### src/rtl/am2909_seq_ctrl.sv
// Next-address control for cascaded Am2909 slices: decodes opcode and test
// condition into S/FE/PUP/RE/ZERO, and owns the loop counter, stack-depth shadow and error flag.
module am2909_seq_ctrl #(
    parameter int CW    = 8,
    parameter int DEPTH = 4
) (
    input  logic          CP,
    input  logic          RST,
    input  logic [3:0]    I,
    input  logic          CCEN,
    input  logic          CC,
    input  logic [CW-1:0] D_CNT,
    output logic [1:0]    S,
    output logic          FE,
    output logic          PUP,
    output logic          RE,
    output logic          ZERO,
    output logic          CNT_ZERO,
    output logic [2:0]    SP,
    output logic          ERR
);

    typedef enum logic [3:0] {
        OP_JZ   = 4'd0,
        OP_CJS  = 4'd1,
        OP_JMAP = 4'd2,
        OP_CJP  = 4'd3,
        OP_PUSH = 4'd4,
        OP_CRTN = 4'd5,
        OP_LDCT = 4'd6,
        OP_RPCT = 4'd7,
        OP_RFCT = 4'd8,
        OP_LOOP = 4'd9,
        OP_CONT = 4'd10,
        OP_LDAR = 4'd11,
        OP_JRP  = 4'd12
    } opcode_t;

    localparam logic [1:0] SEL_UPC = 2'b00;
    localparam logic [1:0] SEL_AR  = 2'b01;
    localparam logic [1:0] SEL_STK = 2'b10;
    localparam logic [1:0] SEL_D   = 2'b11;
    localparam logic [2:0] SP_FULL = 3'(DEPTH);

    logic [CW-1:0] cnt_q, cnt_d;
    logic [2:0]    sp_q, sp_d;
    logic          err_q, err_d;

    logic          pass;
    logic          cnt_nz;
    logic [1:0]    s_dec;
    logic          push_req, pop_req;
    logic          ld_cnt, dec_cnt, clr_sp;
    logic          re_dec, zero_dec;
    logic          push_ok, pop_ok, push_err, pop_err;

    assign pass   = CCEN | ~CC;
    assign cnt_nz = (cnt_q != '0);

    always_comb begin
        s_dec    = SEL_UPC;
        push_req = 1'b0;
        pop_req  = 1'b0;
        ld_cnt   = 1'b0;
        dec_cnt  = 1'b0;
        clr_sp   = 1'b0;
        re_dec   = 1'b1;
        zero_dec = 1'b1;
        case (opcode_t'(I))
            OP_JZ: begin
                zero_dec = 1'b0;
                clr_sp   = 1'b1;
            end
            OP_CJS: begin
                if (pass) begin
                    s_dec    = SEL_D;
                    push_req = 1'b1;
                end
            end
            OP_JMAP: s_dec = SEL_D;
            OP_CJP: begin
                if (pass) s_dec = SEL_D;
            end
            OP_PUSH: begin
                push_req = 1'b1;
                ld_cnt   = pass;
            end
            OP_CRTN: begin
                if (pass) begin
                    s_dec   = SEL_STK;
                    pop_req = 1'b1;
                end
            end
            OP_LDCT: ld_cnt = 1'b1;
            OP_RPCT: begin
                if (cnt_nz) begin
                    s_dec   = SEL_D;
                    dec_cnt = 1'b1;
                end
            end
            OP_RFCT: begin
                if (cnt_nz) begin
                    s_dec   = SEL_STK;
                    dec_cnt = 1'b1;
                end else begin
                    pop_req = 1'b1;
                end
            end
            OP_LOOP: begin
                if (pass) pop_req = 1'b1;
                else      s_dec   = SEL_STK;
            end
            OP_LDAR: re_dec = 1'b0;
            OP_JRP:  s_dec  = pass ? SEL_D : SEL_AR;
            default: ;
        endcase
    end

    // The 2909 stack has no overflow detection of its own; refuse the
    // operation here and remember that microcode misbehaved.
    assign push_ok  = push_req && (sp_q != SP_FULL);
    assign push_err = push_req && (sp_q == SP_FULL);
    assign pop_ok   = pop_req  && (sp_q != 3'd0);
    assign pop_err  = pop_req  && (sp_q == 3'd0);

    always_comb begin
        S    = s_dec;
        FE   = ~(push_ok | pop_ok);
        PUP  = push_req;
        RE   = re_dec;
        ZERO = zero_dec;
        if (RST) begin
            S    = SEL_UPC;
            FE   = 1'b1;
            PUP  = 1'b0;
            RE   = 1'b1;
            ZERO = 1'b0;
        end
    end

    always_comb begin
        cnt_d = cnt_q;
        sp_d  = sp_q;
        err_d = err_q | push_err | pop_err;
        if (ld_cnt) begin
            cnt_d = D_CNT;
        end else if (dec_cnt) begin
            cnt_d = cnt_q - 1'b1;
        end
        if (clr_sp) begin
            sp_d = 3'd0;
        end else if (push_ok) begin
            sp_d = sp_q + 3'd1;
        end else if (pop_ok) begin
            sp_d = sp_q - 3'd1;
        end
    end

    always_ff @(posedge CP) begin
        if (RST) begin
            cnt_q <= '0;
            sp_q  <= 3'd0;
            err_q <= 1'b0;
        end else begin
            cnt_q <= cnt_d;
            sp_q  <= sp_d;
            err_q <= err_d;
        end
    end

    assign CNT_ZERO = ~cnt_nz;
    assign SP       = sp_q;
    assign ERR      = err_q;

endmodule

### config.mk
export PLATFORM = sky130hd
export DESIGN_NAME = am2909_seq_ctrl
export DESIGN_NICKNAME = d
export VERILOG_FILES = /design/src/rtl/am2909_seq_ctrl.sv
export SDC_FILE = /design/constraint.sdc
export NUM_CORES = 1
export LEC_CHECK = 0
export ABC_AREA = 1
export CAP_MARGIN = 0
export CORE_MARGIN = 2
export CORE_UTILIZATION = 41
export CTS_CLUSTER_SIZE = 8
export DETAILED_ROUTE_END_ITERATION = 10
export PLACE_DENSITY = 0.77
export SLEW_MARGIN = 20
export SYNTH_ARGS = -nofsm -noshare
export SYNTH_HDL_FRONTEND = slang
export SYNTH_SLANG_ARGS = --single-unit
### constraint.sdc
create_clock -name CP -period 3.45 [get_ports CP]
set_input_delay 0.345 -clock CP [delete_from_list [all_inputs] [get_ports CP]]
set_output_delay 0.345 -clock CP [all_outputs]
set_load 0.03 [all_outputs]
==> results.sh <==
export IMPL_path_class="in2out"
export IMPL_htree_num_levels=1
export IMPL_tritoncts="built"
export IMPL_seqPwrFrac=0.353
export IMPL_async_flop_share=0
export IMPL_synth_fp_nets=172
export IMPL_synth_area_leader_cell="dfxtp_1"
export IMPL_cts_made_buffers=3
export IMPL_core_area_sq_um=2250
export IMPL_fillers=233
export IMPL_wire_per_inst_microns=12.2
export IMPL_rsz0062_at_grt="no"
export IMPL_drive_gt1_frac=0.138
export IMPL_num_io_pins=27
export IMPL_drv_cap=0
export IMPL_tightest_slew_ns=0.583
export IMPL_cp_max_fo=5
export IMPL_portBuffers=26
export IMPL_synthCells=153
export IMPL_relSlewSlack=0.611
export IMPL_clockPowerShare=0.189
export IMPL_power_density_nw_per_um2=356
export IMPL_grt_usage=0.192
export IMPL_grt_use_met3=0.0282
export IMPL_placementRows=17
export IMPL_hold_path_class="reg2reg"
export IMPL_grt_start_max_net_pins=15
export IMPL_slew_violations=0
export IMPL_place_area_sq_um=1290
export IMPL_min_to="cnt_q[6]"
export IMPL_grtUsageMet1=0.228
export IMPL_finalSetupTns_ns=0
export IMPL_synth_commonest_cells="nand2_1, nor2_1, inv_1"
export IMPL_place_gp_congestion=0.857
export IMPL_slowest_stage="clkdlybuf4s50_1"
export IMPL_antenna_found_initial=0
export IMPL_die_x_microns=53.4
export IMPL_clkLatencyLatePin_ns=0.28
export IMPL_yosysTopAreaCellShare=0.241
export IMPL_critPathMaxStageDelay_ns=0.67
export IMPL_use_met2=0.331
export IMPL_synthDistinctLibCells=33
export IMPL_grt_pass1_vias=990
export IMPL_crit_path_start_kind="input pin"
export IMPL_synth_most_common_cell="nand2_1"
export IMPL_viasPerCell=5.19
export IMPL_pwr_share_comb=0.458
export IMPL_fin_crit_sh=0.812
export IMPL_route_detailed_drc=0
export IMPL_die_h_microns=53.4
export IMPL_cp_cell_sequence="clkdlybuf4s50_1 > nor2_2 > inv_1 > nor3_1 > a21oi_1 > o21ai_0 > nor2_1 > nor2_1 > clkdlybuf4s50_1"
export IMPL_fmax_ghz=0.357
export IMPL_layout_cells_non_filler=209
export IMPL_cp_required_ns=3.11
export IMPL_first_pass_iters=4
export IMPL_clock_skew_ns=0.00367
export IMPL_syn_avg_cell_area_sq_um=6.53
export IMPL_holdBufCountCts=0
export IMPL_ant_nets=0
export IMPL_grt_pass1_wl_mm=4.01
export IMPL_ys_warn_count=0
export IMPL_finalPower_mw=0.465
export IMPL_top_usage_layer="met2"
export IMPL_ff2ff_setup_slack_ns=1.82
export IMPL_worst_r2r_path_depth=8
export IMPL_wl_mm=2.55
export IMPL_status="completed"
export IMPL_dp_hpwl_mm=2.01
export IMPL_hold_ws_ns=0.514
export IMPL_final_nets=202
export IMPL_dieArea_sq_um=2850
export IMPL_cts_reportedPaths_clkPinSlew_ns=0.07
export IMPL_r2r_end="SP[2]"
export IMPL_sw_frac_of_total=0.404
export IMPL_switching_power_mw=0.188
export IMPL_min_period_ns=2.80
export IMPL_cts_resized_gates=0
export IMPL_synth_edff_count=0
export IMPL_start_util=0.443
export IMPL_num_vias=1085
export IMPL_whs_path_depth=2
export IMPL_fin_area_sq_um=1310
export IMPL_dp_cells=206
export IMPL_synth_seq_area_share=0.241
export IMPL_finalHoldViolCount=0
export IMPL_worstHoldStart="cnt_q[6]"
export IMPL_clock_sinks=12
export IMPL_arrival_ns=2.46
export IMPL_antennaDiodeCount=0
export IMPL_cts_root_buf="clkbuf_4"
export IMPL_initialDrtViolationCount=27
export IMPL_synth_area_sq_um=998
export IMPL_power_internal_mw=0.277
export IMPL_grt_overflow=0
export IMPL_clk_path_buf_depth=2
export IMPL_leakagePower_nw=0.577
export IMPL_r2r_start="SP[0]"
export IMPL_cts_setup_buffers=0
export IMPL_synthTopCellsByArea="dfxtp_1, nand2_1, nand3_1, nor2_1, inv_1"
export IMPL_setup_viol=0
export IMPL_end_kind="primary output"
export IMPL_ir_drop_uv=246
export IMPL_synthFlopType="dfxtp_1"
export IMPL_ys_ff_latch=12
export IMPL_area_growth_pct=31.1
logic make-up after synthesis:
group | synth area share
AOI/OAI and AO/OA | 0.204
xor gates and xnor gates | 0.0175
adders and majority gates | 0.0451
buffers and inverters | 0.0978
DFF | 0.241
and+or+nand+nor | 0.395
through the flow:
| stage | util | worst slack (ns) |
|---|---|---|
| after global routing | 0.580 | 0.566 |
| after global placement | 0.570 | 0.751 |
| after CTS | 0.580 | 0.677 |
| after floorplan | - | 1.64 |
| final | 0.580 | 0.649 |
| after detailed placement | 0.570 | 0.683 |
critical path: cells and delay by family:
family / cells / cell delay [ns]
buffers and inverters: 3 / 1.30
and+or+nand+nor: 4 / 0.60
AOI/OAI and AO/OA: 2 / 0.22
power groups by stage:
stage / Clock (mW) / Sequential, mW / Combinational (mW)
global route: 0.0955 / 0.166 / 0.234
detailed placement: 0 / 0.167 / 0.212
floorplan: 0 / 0.172 / 0.140
global placement: 0 / 0.167 / 0.206
finish: 0.0881 / 0.164 / 0.213
CTS: 0.0884 / 0.164 / 0.213
worst max-delay path by stage:
stage,startpoint,depth (start not counted),to
final,I[1],9,S[1]
after global routing,I[1],9,S[1]
after CTS,I[1],9,S[1]
after detailed placement,I[1],9,S[1]
after global placement,I[1],9,S[1]
after floorplan,cnt_q[0],9,S[1]
routing by layer:
layer | part of all wire | vias to the layer above | routed length, microns
li1 | - | 561 | -
met1 | 0.45 | 491 | 1160
met2 | 0.48 | 28 | 1220
met3 | 0.054 | 5 | 137
met4 | 0.013 | 0 | 34
met5 | 0 | - | 0
registers in the layout, indices dropped and copies added, names as in the netlist:
| name | cells |
|---|---|
| ERR | 1 |
| SP | 3 |
| cnt_q | 8 |
area by class of cell:
| class | count | area (sq um) | share of cell area |
|---|---|---|---|
| Inverter | 24 | 90.1 | 0.0688 |
| Timing Repair Buffer | 26 | 260 | 0.199 |
| Sequential cell | 12 | 240 | 0.184 |
| Clock buffer | 3 | 22.5 | 0.0172 |
| Tap cell | 28 | 35.0 | 0.0268 |
| Multi-Input combinational cell | 116 | 661 | 0.505 |
layout by cell type, fill, tap and decap left out:
cell type and count:
a31oi_1 2, clkbuf_4 3, clkinv_1 2, a21o_1 1, inv_2 3, or2_2 1, inv_1 19, o21ai_1 1
o21bai_1 1, nand2_2 7, nand3_2 2, nor2_2 2, nand4_1 3, nand2_4 1, a21oi_4 1, a21oi_1 10
o211a_1 1, o21ai_2 1, nor2_4 1, o211ai_1 2, nor3_1 1, nor2_1 20, a21oi_2 1, clkdlybuf4s50_1 26
xnor2_1 1, nor2_8 1, fa_1 1, nand2_1 24, nand3_1 16, a211oi_2 1, xor2_1 1, dfxtp_1 12
ha_1 2, o21ai_0 10
No activity file was read; power rests on OpenSTA's default activity.
